### src/rtl/sigmoid_pool.sv
// Streaming pooling stage behind the sigmoid pipeline. It groups consecutive valid samples
// into windows of 2^GROUP_LOG2 and emits the floor mean, the maximum and a wrapping window index.
module sigmoid_pool #(
    parameter int GROUP_LOG2 = 2
) (
    input  logic        clk,
    input  logic        rst_n,
    input  logic [15:0] i_y,
    input  logic        i_in_valid,
    output logic        o_out_valid,
    output logic [15:0] o_avg,
    output logic [15:0] o_max,
    output logic [7:0]  o_grp,
    output logic [50:0] number
);

    localparam int N  = 1 << GROUP_LOG2;
    localparam int AW = 16 + GROUP_LOG2;
    localparam logic [GROUP_LOG2-1:0] CNT_LAST = GROUP_LOG2'(N - 1);

    // Per-cell transistor costs (static CMOS): full adder, half adder, 2:1 mux, reset flop.
    localparam longint T_FA   = 28;
    localparam longint T_HA   = 14;
    localparam longint T_MUX2 = 12;
    localparam longint T_DFFR = 26;

    localparam longint N_FF   = longint'(AW + 16 + GROUP_LOG2 + 8 + 16 + 16 + 8 + 1);
    localparam longint N_FA   = longint'(AW + 16);
    localparam longint N_HA   = longint'(GROUP_LOG2 + 8);
    localparam longint N_MUX  = longint'(2 * AW + 3 * 16 + 2 * GROUP_LOG2 + 8 + 16 + 16 + 8);
    localparam longint NUM_T  = N_FF * T_DFFR + N_FA * T_FA + N_HA * T_HA + N_MUX * T_MUX2;

    logic [AW-1:0]         acc_q, acc_d, acc_sum;
    logic [15:0]           mx_q, mx_d, mx_cand;
    logic [GROUP_LOG2-1:0] cnt_q, cnt_d;
    logic [7:0]            grp_q, grp_d;
    logic [15:0]           avg_q, avg_d;
    logic [15:0]           max_q, max_d;
    logic [7:0]            ogrp_q, ogrp_d;
    logic                  valid_q, valid_d;
    logic                  first, close;

    assign acc_sum = acc_q + AW'(i_y);
    assign mx_cand = (i_y > mx_q) ? i_y : mx_q;
    assign first   = (cnt_q == '0);
    assign close   = i_in_valid && (cnt_q == CNT_LAST);

    // The first sample of a window loads acc/mx directly, so back-to-back windows lose no cycle.
    always_comb begin
        acc_d   = acc_q;
        mx_d    = mx_q;
        cnt_d   = cnt_q;
        grp_d   = grp_q;
        avg_d   = avg_q;
        max_d   = max_q;
        ogrp_d  = ogrp_q;
        valid_d = 1'b0;
        if (i_in_valid) begin
            acc_d = first ? AW'(i_y) : acc_sum;
            mx_d  = first ? i_y : mx_cand;
            cnt_d = close ? '0 : cnt_q + GROUP_LOG2'(1);
            if (close) begin
                avg_d   = acc_sum[AW-1:GROUP_LOG2];
                max_d   = mx_cand;
                ogrp_d  = grp_q;
                grp_d   = grp_q + 8'd1;
                valid_d = 1'b1;
            end
        end
    end

    always_ff @(posedge clk or negedge rst_n) begin
        if (!rst_n) begin
            acc_q   <= '0;
            mx_q    <= '0;
            cnt_q   <= '0;
            grp_q   <= '0;
            avg_q   <= '0;
            max_q   <= '0;
            ogrp_q  <= '0;
            valid_q <= 1'b0;
        end else begin
            acc_q   <= acc_d;
            mx_q    <= mx_d;
            cnt_q   <= cnt_d;
            grp_q   <= grp_d;
            avg_q   <= avg_d;
            max_q   <= max_d;
            ogrp_q  <= ogrp_d;
            valid_q <= valid_d;
        end
    end

    assign o_out_valid = valid_q;
    assign o_avg       = avg_q;
    assign o_max       = max_q;
    assign o_grp       = ogrp_q;
    assign number      = 51'(NUM_T);

endmodule

### config.mk
export PLATFORM = sky130hd
export DESIGN_NAME = sigmoid_pool
export DESIGN_NICKNAME = d
export VERILOG_FILES = /design/src/rtl/sigmoid_pool.sv
export SDC_FILE = /design/constraint.sdc
export NUM_CORES = 1
export LEC_CHECK = 0
export ABC_AREA = 1
export BUFFER_PORTS_ARGS = -buffer_cell sky130_fd_sc_hd__buf_2
export CAP_MARGIN = 0
export CORE_ASPECT_RATIO = 0.7
export CORE_MARGIN = 3
export CORE_UTILIZATION = 55
export CTS_CLUSTER_DIAMETER = 100
export CTS_CLUSTER_SIZE = 40
export DETAILED_ROUTE_END_ITERATION = 10
export GPL_ROUTABILITY_DRIVEN = 0
export HOLD_SLACK_MARGIN = 0.1
export PLACE_DENSITY = 0.78
export SLEW_MARGIN = 20
export SYNTH_ARGS = -nofsm -noshare
export SYNTH_HDL_FRONTEND = slang
export SYNTH_SLANG_ARGS = --single-unit
### constraint.sdc
create_clock -name clk -period 5.5 [get_ports clk]
set_input_delay 0.275 -clock clk [delete_from_list [all_inputs] [get_ports clk]]
set_output_delay 0.275 -clock clk [all_outputs]
set_load 0.01 [all_outputs]
# Word-level counts from Yosys, hierarchy flattened
# Cells that the tools add are included.
# totals
in_bits	19
wordCells	22
regBits	85
# classes
n_eq_ne	1
n_addsub	3
reduce_logical	3
n_mux	6
n_lt_le_gt_ge	1
# ops
operator	count
two-way mux 16 bit	2
adder 18 x 16 -> 18 bit	1
two-way mux 18 bit	1
> comparator 16 bit	1
adder 8 x 1 -> 8 bit (second input constant)	1
adder 2 x 1 -> 2 bit (second input constant)	1
equality test 2 bit (second input constant)	1
zero test 2 bit	1
two-way mux 1 bit	2
two-way mux 2 bit	1
AND reduction 2 bit	1
logical AND 1 bit	1

# Longest topological paths before layout
# Gate-level depths: netlist (run 1).
# logic_depth
word_depth	4
mapped_depth	16

# Least setup slack after synthesis (run 1)
# No wires, ideal clock.
# synth_timing
path_kind	register -> register
start	register acc_q[0]
end	register acc_q[16]
path_buffers	0
t_arrival_ns	1.645
stages_incl_launch_ff	12
period_less_slack_ns	1.763
required_ns	5.383
slack_ns	3.737
path_cell_list	dfrtp_1 ha_1 inv_1 fa_1 o21ai_1 nand3_1 nand2_1 nand2_1 nand2_1 nand2_1 nand3_1 nand2_1
# synth_via
elab_chain_cells	2
# synth_rtl
item	line	source
from (decl)	33	logic [AW-1:0] acc_q, acc_d, acc_sum;
from (signal assigned)	74	acc_q <= '0;
from (signal assigned)	83	acc_q <= acc_d;
adder 18 x 16 -> 18 bit	43	assign acc_sum = acc_q + AW'(i_y);
two-way mux 18 bit	59	acc_d = first ? AW'(i_y) : acc_sum;
# No other way between the ends.
# A chain may end at the register's enable or synchronous reset.

# Worst setup path after layout (run 1)
# layout_timing
start	register cnt_q[0]
end	register grp_q[7]
# layout_via
elab_chain_cells	3
# layout_rtl
item	line	source
from (decl)	35	logic [GROUP_LOG2-1:0] cnt_q, cnt_d;
from (signal assigned)	85	cnt_q <= cnt_d;
equality test 2 bit	46	assign close = i_in_valid && (cnt_q == CNT_LAST);
logical AND 1 bit	46	
AND reduction 2 bit (no line)	--	
to (signal assigned)	86	grp_q <= grp_d;
to (decl)	36	logic [7:0] grp_q, grp_d;
# No other way between the ends.

==> results.py, run 1 <==
metrics = {
    "floorplanning": {
        "start_util": 0.585,
        "num_rows": 29,
        "io_pins": 111,
        "core_mm2": 0.00936,
        "die_h_um": 89.5,
        "dieArea_mm2": 0.0112,
        "die_w_um": 125,
    },
    "sta": {
        "max_freq_ghz": 0.413,
        "hold_viol_final": 0,
        "fin_ws_ns": 3.08,
        "max-slew-margin-rel": 0.327,
        "maxSlewViolCount": 0,
        "rsz0062_at_grt": "no",
        "finalCriticalPeriod_ns": 2.42,
        "fin_skew_ns": 0.00704,
        "tns_ns": 0,
        "worst_pin_slew_ns": 1.01,
        "setup_viol": 0,
        "post-route-period-util": 0.440,
    },
    "global_routing": {
        "grt_max_degree": 56,
        "top_usage_layer": "met2",
        "antenna_found_initial": 0,
        "gr-usage-met2": 0.403,
        "use_met1": 0.323,
        "grt_pass1_wl_um": 21700,
        "grt_use_met3": 0.0513,
        "grt_pass1_vias": 4594,
        "grt-ovfl-total": 0,
        "track_usage": 0.241,
    },
    "logic_synthesis": {
        "yosysWarnings": 0,
        "ys.flop_type": "dfrtp_1",
        "synth_top_family_by_area": "simple AND/OR/NAND/NOR gates",
        "yosys.area_share.xor_xnor": 0.0192,
        "synth_fa_ha_area_frac": 0.0836,
        "yosysSeqAreaShare": 0.388,
        "synth.avg_cell_area_um2": 7.57,
        "yosys.area_share.simple": 0.281,
        "synth_compound_area_frac": 0.0733,
        "synthMuxAreaShare": 0,
        "ys_ff_latch": 85,
        "synth_cell_types": 33,
        "syn-cell-area_mm2": 0.00548,
        "synth_edf_count": 0,
        "synthArstFlopShare": 1.00,
        "synthCells": 724,
    },
    "route": {
        "dr_total_vias": 4864,
        "route.detailed.drc": 0,
        "antenna_left": 0,
        "firstDrtPassIters": 5,
        "wl_um": 13100,
        "first_iter_violations": 421,
        "wl_per_cell_um": 14.5,
        "vias_per_cell": 5.38,
    },
    "clock_network": {
        "insertion_delay_ns": 0.34,
        "clock_sinks": 85,
        "clk_path_buf_depth": 2,
        "cts.clk_slew.worst_paths_ns": 0.07,
        "cts_resized": 0,
        "cts_buffers": 9,
        "cts_tree": "built",
        "cts_setup_buffers": 0,
        "clockRootBuffer": "clkbuf_16",
        "htreeDepth": 3,
        "ctsHoldBuffers": 1,
    },
    "cells_and_area": {
        "final_cells": 904,
        "antenna_cells": 0,
        "fin_nets": 830,
        "final.fill_count": 822,
        "final_util": 0.639,
        "syn_to_final_growth_pct": 9.09,
        "drive_gt1_frac": 0.118,
    },
    "worst_setup_path": {
        "critPathCaptureType": "flip-flop",
        "worstPathMaxFanout": 53,
        "arrival_ns": 2.65,
        "crit_type": "reg -> reg",
        "crit_path_start_kind": "flip-flop",
        "required_ns": 5.72,
    },
    "place": {
        "dp_hpwl_um": 9700,
        "io_buffer_count": 59,
        "place_inst": 887,
        "pre_cts_ws_ns": 3.02,
    },
    "power": {
        "leakage_nw": 3.39,
        "power_density_mw_per_mm2": 564,
        "vdd_drop_max_v": 0.000237,
    },
    "worst_hold_path": {
        "hold_class": "in -> reg",
    },
    "flow_run": {
        "cap_violations": 0,
    },
    "status": {
        "status": "finished, final reports clean",
    },
}
cells in the mapped netlist (4+ instances only):
| library cell | instances | area [µm²] |
|---|---|---|
| nand2_1 | 215 | 807 |
| inv_1 | 91 | 342 |
| nand3_1 | 91 | 455 |
| dfrtp_1 | 85 | 2130 |
| buf_4 | 54 | 405 |
| ha_1 | 35 | 438 |
| o21ai_0 | 28 | 140 |
| nor2_1 | 22 | 82.6 |
| a21oi_1 | 17 | 85.1 |
| clkbuf_1 | 10 | 37.5 |
| o22ai_1 | 10 | 62.6 |
| xor2_1 | 8 | 70.1 |
| buf_2 | 6 | 30.0 |
| nand3b_1 | 6 | 45.0 |
| nor3_1 | 5 | 25.0 |
| nand2_2 | 4 | 25.0 |
| o211ai_1 | 4 | 30.0 |
| o221ai_1 | 4 | 35.0 |
| xnor2_1 | 4 | 35.0 |
cell usage in the layout (no fill, tap or decap), drive strengths merged:
cell type	synthesis	final
o221ai	4	4
xnor2	4	4
clkbuf	10	9
xor2	8	8
nand2	222	222
clkinv	1	4
fa	1	1
nand3b	6	6
ha	35	35
nor3	8	8
clkinvlp	0	1
nor2	23	23
buf	61	61
a21o	3	3
bufinv	0	2
o21ai	29	29
dlygate4sd3	0	1
o211ai	4	4
a21oi	17	17
a31oi	1	1
o22ai	10	10
conb	2	51
o21bai	2	2
nand4	3	3
nand3	92	92
inv	93	94
dfrtp	85	85
critical path, stage by stage, from the launching register on:
cell	delay, ns
dfrtp_1	0.39
ha_1	0.24
nand2_4	0.42
clkinv_2	0.62
nand2_2	0.23
nor3_2	0.07
nand3_1	0.12
nor3_2	0.06
xor2_1	0.13
where the power goes:
group          internal (mW)  switching [mW]
Sequential             0.908           0.142
Clock                  0.400           0.261
Combinational          0.577            1.08
kinds of logic after synthesis:
kind of cell,Yosys count
simple gates,354
buf+inv,165
flops,85
compound gates,70
fa+ha+maj,36
xor+xnor,12
other cells,2
metal layers:
metal | part of all wire | routed length (µm) | up-vias
li1 | - | - | 2318
met1 | 0.43 | 5680 | 2295
met2 | 0.46 | 6030 | 228
met3 | 0.091 | 1190 | 23
met4 | 0.015 | 195 | 0
met5 | 0 | 0 | -
area by class of cell:
type | count | area, µm² | share of cell area
Multi-Input combinational cell | 523 | 2700 | 0.451
Clock inverter | 7 | 98.8 | 0.0165
Sequential cell | 85 | 2130 | 0.356
Tap cell | 124 | 155 | 0.0260
Clock buffer | 9 | 225 | 0.0377
Inverter | 94 | 354 | 0.0592
Timing Repair Buffer | 62 | 323 | 0.0540
sequential cells by signal, summed over array words and instances (netlist names):
| register | count |
|---|---|
| o_out_valid | 1 |
| mx_q | 16 |
| o_avg | 16 |
| o_max | 16 |
| cnt_q | 2 |
| grp_q | 8 |
| acc_q | 18 |
| o_grp | 8 |
through the flow:
stage	power [mW]	hold slack, ns	area [µm²]
final	3.37	0.262	5980
after floorplan	2.26	-0.0206	5660
after CTS	3.36	0.234	5980
after global routing	3.67	0.269	5980
after detailed placement	2.69	0.241	5640
after global placement	2.62	0.230	5640
path summary, 6_finish.rpt:
| path | slack (ns) | cells past startpoint | startpoint | endpoint |
|---|---|---|---|---|
| max | 3.08 | 8 | cnt_q[0]$_DFFE_PN0P_ | grp_q[7]$_DFFE_PN0P_ |
| max in group asynchronous | 4.07 | 3 | rst_n | o_avg[0]$_DFFE_PN0P_ |
| min | 0.26 | 3 | i_y[13] | acc_q[13]$_DFFE_PN0P_ |
| min reg2reg | 0.48 | 2 | o_avg[6]$_DFFE_PN0P_ | o_avg[6]$_DFFE_PN0P_ |
| max reg2reg | 3.08 | 8 | cnt_q[0]$_DFFE_PN0P_ | grp_q[7]$_DFFE_PN0P_ |
| min in group asynchronous | 0.41 | 2 | rst_n | o_avg[9]$_DFFE_PN0P_ |
Power figures use the tool's default switching activity.
==> run 2: changes to the inputs <==
- CORE_UTILIZATION: 55 -> 50
- PLACE_DENSITY: 0.78 -> 0.75
- clock period: 5.5 -> 2 ns (I/O delays scaled with it)
==> results.py, run 2 (synthesis results as in run 1) <==
metrics = {
    "route": {
        "dr_total_vias": 4871,
        "wl_per_cell_um": 14.7,
        "wl_met3_um": 1250,
        "vias_per_cell": 5.11,
        "route.detailed.drc": 0,
        "m1WireLength_um": 6220,
        "dr_wl_met2_um": 6360,
        "antenna_left": 0,
        "highest_layer": "met4",
        "wl_um": 14000,
        "first_iter_violations": 451,
        "firstDrtPassIters": 7,
    },
    "sta": {
        "worst_pin_slew_ns": 0.541,
        "fin_skew_ns": 0.00862,
        "setup_viol": 0,
        "post-route-period-util": 0.979,
        "maxSlewViolCount": 0,
        "max_freq_ghz": 0.511,
        "finalCriticalPeriod_ns": 1.96,
        "hold_viol_final": 0,
        "max-slew-margin-rel": 0.639,
    },
    "cells_and_area": {
        "fin_nets": 856,
        "final_cells": 954,
        "drive_gt1_frac": 0.160,
        "final_cell_area_mm2": 0.00636,
        "largest_register_ffs": 18,
        "antenna_cells": 0,
        "final_common_cell": "nand2_1",
        "largest_register": "acc_q",
        "syn_to_final_growth_pct": 16.1,
        "final_util": 0.605,
        "final_cell_mix": "211 x nand2_1, 90 x inv_1, 90 x nand3_1",
    },
    "global_routing": {
        "grt-ovfl-total": 0,
        "grt_pass1_vias": 4423,
        "track_usage": 0.217,
        "grt_pass1_wl_um": 21600,
        "grt_max_degree": 53,
        "antenna_found_initial": 0,
    },
    "worst_setup_path": {
        "rr_worst_depth": 10,
        "reg2reg_from": "mx_q[13]$_DFFE_PN0P_",
        "crit_type": "reg -> reg",
        "crit_start": "mx_q[13]$_DFFE_PN0P_",
        "regToRegEndpoint": "o_max[11]$_DFFE_PN0P_",
        "required_ns": 2.22,
        "crit_path_start_kind": "flip-flop",
        "worstPathMaxFanout": 8,
        "r2r_slack_ns": 0.04,
        "critPathCaptureType": "flip-flop",
        "arrival_ns": 2.18,
    },
    "floorplanning": {
        "die_w_um": 131,
        "core_mm2": 0.0105,
        "die_h_um": 93.6,
        "io_pins": 111,
        "start_util": 0.521,
        "dieArea_mm2": 0.0123,
        "num_rows": 31,
    },
    "place": {
        "place_inst": 926,
        "dp_hpwl_um": 9870,
        "place_area_mm2": 0.00579,
        "io_buffer_count": 59,
    },
    "clock_network": {
        "cts_tree": "built",
        "clockRootBuffer": "clkbuf_16",
        "clock_sinks": 85,
        "cts_buffers": 9,
        "clk_path_buf_depth": 2,
        "cts.clk_slew.worst_paths_ns": 0.06,
        "insertion_delay_ns": 0.34,
        "htreeDepth": 3,
    },
    "flow_run": {
        "cap_violations": 0,
    },
    "power": {
        "power_density_mw_per_mm2": 1520,
        "power.total_mw": 9.67,
        "vdd_drop_max_v": 0.000672,
        "leakage_nw": 3.54,
    },
    "worst_hold_path": {
        "hold_depth": 3,
        "hold_class": "in -> reg",
        "min_from": "i_y[5]",
        "hold_end": "acc_q[5]$_DFFE_PN0P_",
    },
    "status": {
        "status": "finished, final reports clean",
    },
}
run 2: changes by cell type in the layout (fill, tap and decap cells not counted), moves of 4 or more:
cell	delta
nand2_1	-4
buf_4	+15
clkbuf_8	+4
dlygate4sd3_1	+5
nand2_8	+4
a21oi_1	-4
run 2: worst max path at each step:
stage	end	slack, ns	cells past startpoint
floorplan	acc_q[16]$_DFFE_PN0P_	0.24	11
global placement	o_avg[14]$_DFFE_PN0P_	0.05	11
detailed placement	o_avg[14]$_DFFE_PN0P_	-0.02	11
CTS	mx_q[4]$_DFFE_PN0P_	0.02	12
global route	o_max[9]$_DFFE_PN0P_	-0.02	10
finish	o_max[11]$_DFFE_PN0P_	0.04	10
run 2: timing repair:
item	CTS	global route
endpoints found under the setup margin	3	47
cloned	0	3
pin swaps	0	8
hold endpoints to repair	41	0
setup buffers	0	3
hold buffers	6	0
resized for setup	1	31
run 2: area by class of cell:
type,count,area (µm²)
flip-flops and latches,85,2130
fillers,918,4150
well taps,148,185
inverters,94,354
clock buffers,14,284
repair buffers,85,519
clock inverters,2,15.0
multi-input cells,526,2880
run 2: worst max-delay path, cell delays in order (launching register included):
cell	delay [ns]
dfrtp_1	0.37
inv_1	0.11
ha_1	0.27
a21oi_1	0.16
o21ai_1	0.11
a21oi_4	0.33
nand2_8	0.12
nand2_8	0.14
nand2_1	0.08
nand3_1	0.08
nand2_1	0.06
run 2: metrics by stage:
step	TNS (ns)	hold slack, ns	worst slack [ns]
detailed placement	-0.0221	0.112	-0.0219
global placement	0	0.107	0.0510
floorplan	0	-0.196	0.237
finish	0	0.139	0.0415
CTS	0	0.123	0.0211
global route	-0.157	0.150	-0.0239
run 2: metal layers:
metal,global-route usage,up-vias
met1,0.304,2290
met3,0.0554,15
li1,-,2381
met5,0,-
met4,0.0586,0
met2,0.337,185
run 2: power by group:
part / switching, mW / total (mW) / internal, mW
Combinational: 3.25 / 5.11 / 1.86
Clock: 0.674 / 1.65 / 0.978
Sequential: 0.406 / 2.91 / 2.50
==> run 3: changes to the inputs <==
- ABC_CLOCK_PERIOD_IN_PS: not set -> 2000
- RECOVER_POWER: not set -> 50
==> results.py, run 3 (synthesis results as in run 1) <==
metrics = {
    "cells_and_area": {
        "syn_to_final_growth_pct": 15.0,
        "final_common_cell": "nand2_1",
        "drive_gt1_frac": 0.112,
        "largest_register_ffs": 18,
        "final_cell_area_mm2": 0.00630,
        "fin_nets": 856,
        "antenna_cells": 0,
        "final_cell_mix": "211 x nand2_1, 90 x inv_1, 90 x nand3_1",
        "largest_register": "acc_q",
        "final_util": 0.600,
        "final_cells": 954,
        "final.fill_count": 941,
    },
    "route": {
        "route.detailed.drc": 0,
        "dr_total_vias": 4927,
        "wl_per_cell_um": 14.6,
        "antenna_left": 0,
        "firstDrtPassIters": 5,
        "vias_per_cell": 5.16,
        "wl_um": 14000,
        "first_iter_violations": 478,
    },
    "floorplanning": {
        "die_w_um": 131,
        "start_util": 0.521,
        "io_pins": 111,
        "dieArea_mm2": 0.0123,
        "num_rows": 31,
        "die_h_um": 93.6,
        "core_mm2": 0.0105,
    },
    "clock_network": {
        "cts_tree": "built",
        "htreeDepth": 3,
        "clock_sinks": 85,
        "insertion_delay_ns": 0.34,
        "cts.clk_slew.worst_paths_ns": 0.06,
        "cts_buffers": 9,
        "clockRootBuffer": "clkbuf_16",
        "clk_path_buf_depth": 2,
    },
    "sta": {
        "hold_viol_final": 0,
        "max_freq_ghz": 0.509,
        "maxSlewViolCount": 0,
        "post-route-period-util": 0.983,
        "fin_skew_ns": 0.00971,
        "setup_viol": 0,
        "max-slew-margin-rel": 0.316,
        "finalCriticalPeriod_ns": 1.97,
        "worst_pin_slew_ns": 1.03,
    },
    "worst_setup_path": {
        "crit_type": "reg -> reg",
        "r2r_slack_ns": 0.03,
        "critPathCaptureType": "flip-flop",
        "arrival_ns": 2.18,
        "required_ns": 2.22,
        "crit_path_start_kind": "flip-flop",
        "worstPathMaxFanout": 8,
    },
    "power": {
        "power_density_mw_per_mm2": 1520,
        "leakage_nw": 3.40,
        "vdd_drop_max_v": 0.000669,
    },
    "place": {
        "place_inst": 926,
        "dp_hpwl_um": 9870,
        "place_area_mm2": 0.00579,
        "io_buffer_count": 59,
    },
    "global_routing": {
        "track_usage": 0.217,
        "antenna_found_initial": 0,
        "grt_pass1_wl_um": 21600,
        "grt_max_degree": 53,
        "grt_pass1_vias": 4423,
        "grt-ovfl-total": 0,
    },
    "flow_run": {
        "cap_violations": 0,
    },
    "status": {
        "status": "finished, final reports clean",
    },
    "worst_hold_path": {
        "hold_class": "in -> reg",
    },
}
## run 3: cell count changes in the layout (fill, tap and decap cells not counted)
cell	previous run	this run
buf_2	58	19
clkbuf_1	1	40
buf_4	18	15
clkbuf_2	0	3
## run 3: cell type report
type,count,area (µm²),share of cell area
well taps,148,185,0.0294
flip-flops and latches,85,2130,0.337
clock inverters,2,15.0,0.00238
inverters,94,354,0.0562
multi-input cells,526,2880,0.456
repair buffers,85,463,0.0734
clock buffers,14,284,0.0450
## run 3: layer usage
metal,global-route usage,part of all wire,vias up
met5,0,0,-
met4,0.0586,0.011,0
met3,0.0554,0.094,14
met2,0.337,0.45,215
met1,0.304,0.44,2312
li1,-,-,2386
## run 3: worst max-delay path: stages, from the launching register on
cell	delay, ns
dfrtp_1	0.37
inv_1	0.11
ha_1	0.27
a21oi_1	0.15
o21ai_1	0.11
a21oi_4	0.33
nand2_8	0.13
nand2_8	0.14
nand2_1	0.08
nand3_1	0.08
nand2_1	0.06
## run 3: through the flow
step / hold slack [ns] / setup slack (ns) / TNS (ns) / total power [mW]
finish: 0.144 / 0.0340 / 0 / 9.58
floorplan: -0.196 / 0.237 / 0 / 6.22
detailed placement: 0.112 / -0.0219 / -0.0221 / 7.49
global placement: 0.107 / 0.0510 / 0 / 7.32
CTS: 0.123 / 0.0211 / 0 / 9.22
global route: 0.150 / -0.0239 / -0.157 / 10.4
## run 3: power breakdown
part           leakage (nW)  internal [mW]  switching, mW
Combinational          2.21           1.77           3.25
Clock                 0.141          0.978          0.668
Sequential             1.05           2.50          0.421
Total                  3.40           5.24           4.34
## run 3: timing repair
action                                 CTS  global route
gates cloned                             0             3
setup endpoints to repair                3            47
hold buffers                             6             0
pin swaps                                0             8
resized for setup                        1            31
endpoints found under the hold margin   41             0
buffers inserted                         0             3
## run 3: final timing paths
check / startpoint / depth (start not counted) / endpoint
setup / recovery: mx_q[13]$_DFFE_PN0P_ / 10 / o_max[11]$_DFFE_PN0P_
hold / removal: i_y[0] / 4 / acc_q[0]$_DFFE_PN0P_
setup reg to reg: mx_q[13]$_DFFE_PN0P_ / 10 / o_max[11]$_DFFE_PN0P_
hold reg to reg: grp_q[7]$_DFFE_PN0P_ / 1 / grp_q[7]$_DFFE_PN0P_
max in group asynchronous: rst_n / 3 / o_max[0]$_DFFE_PN0P_
min in group asynchronous: rst_n / 2 / acc_q[16]$_DFFE_PN0P_
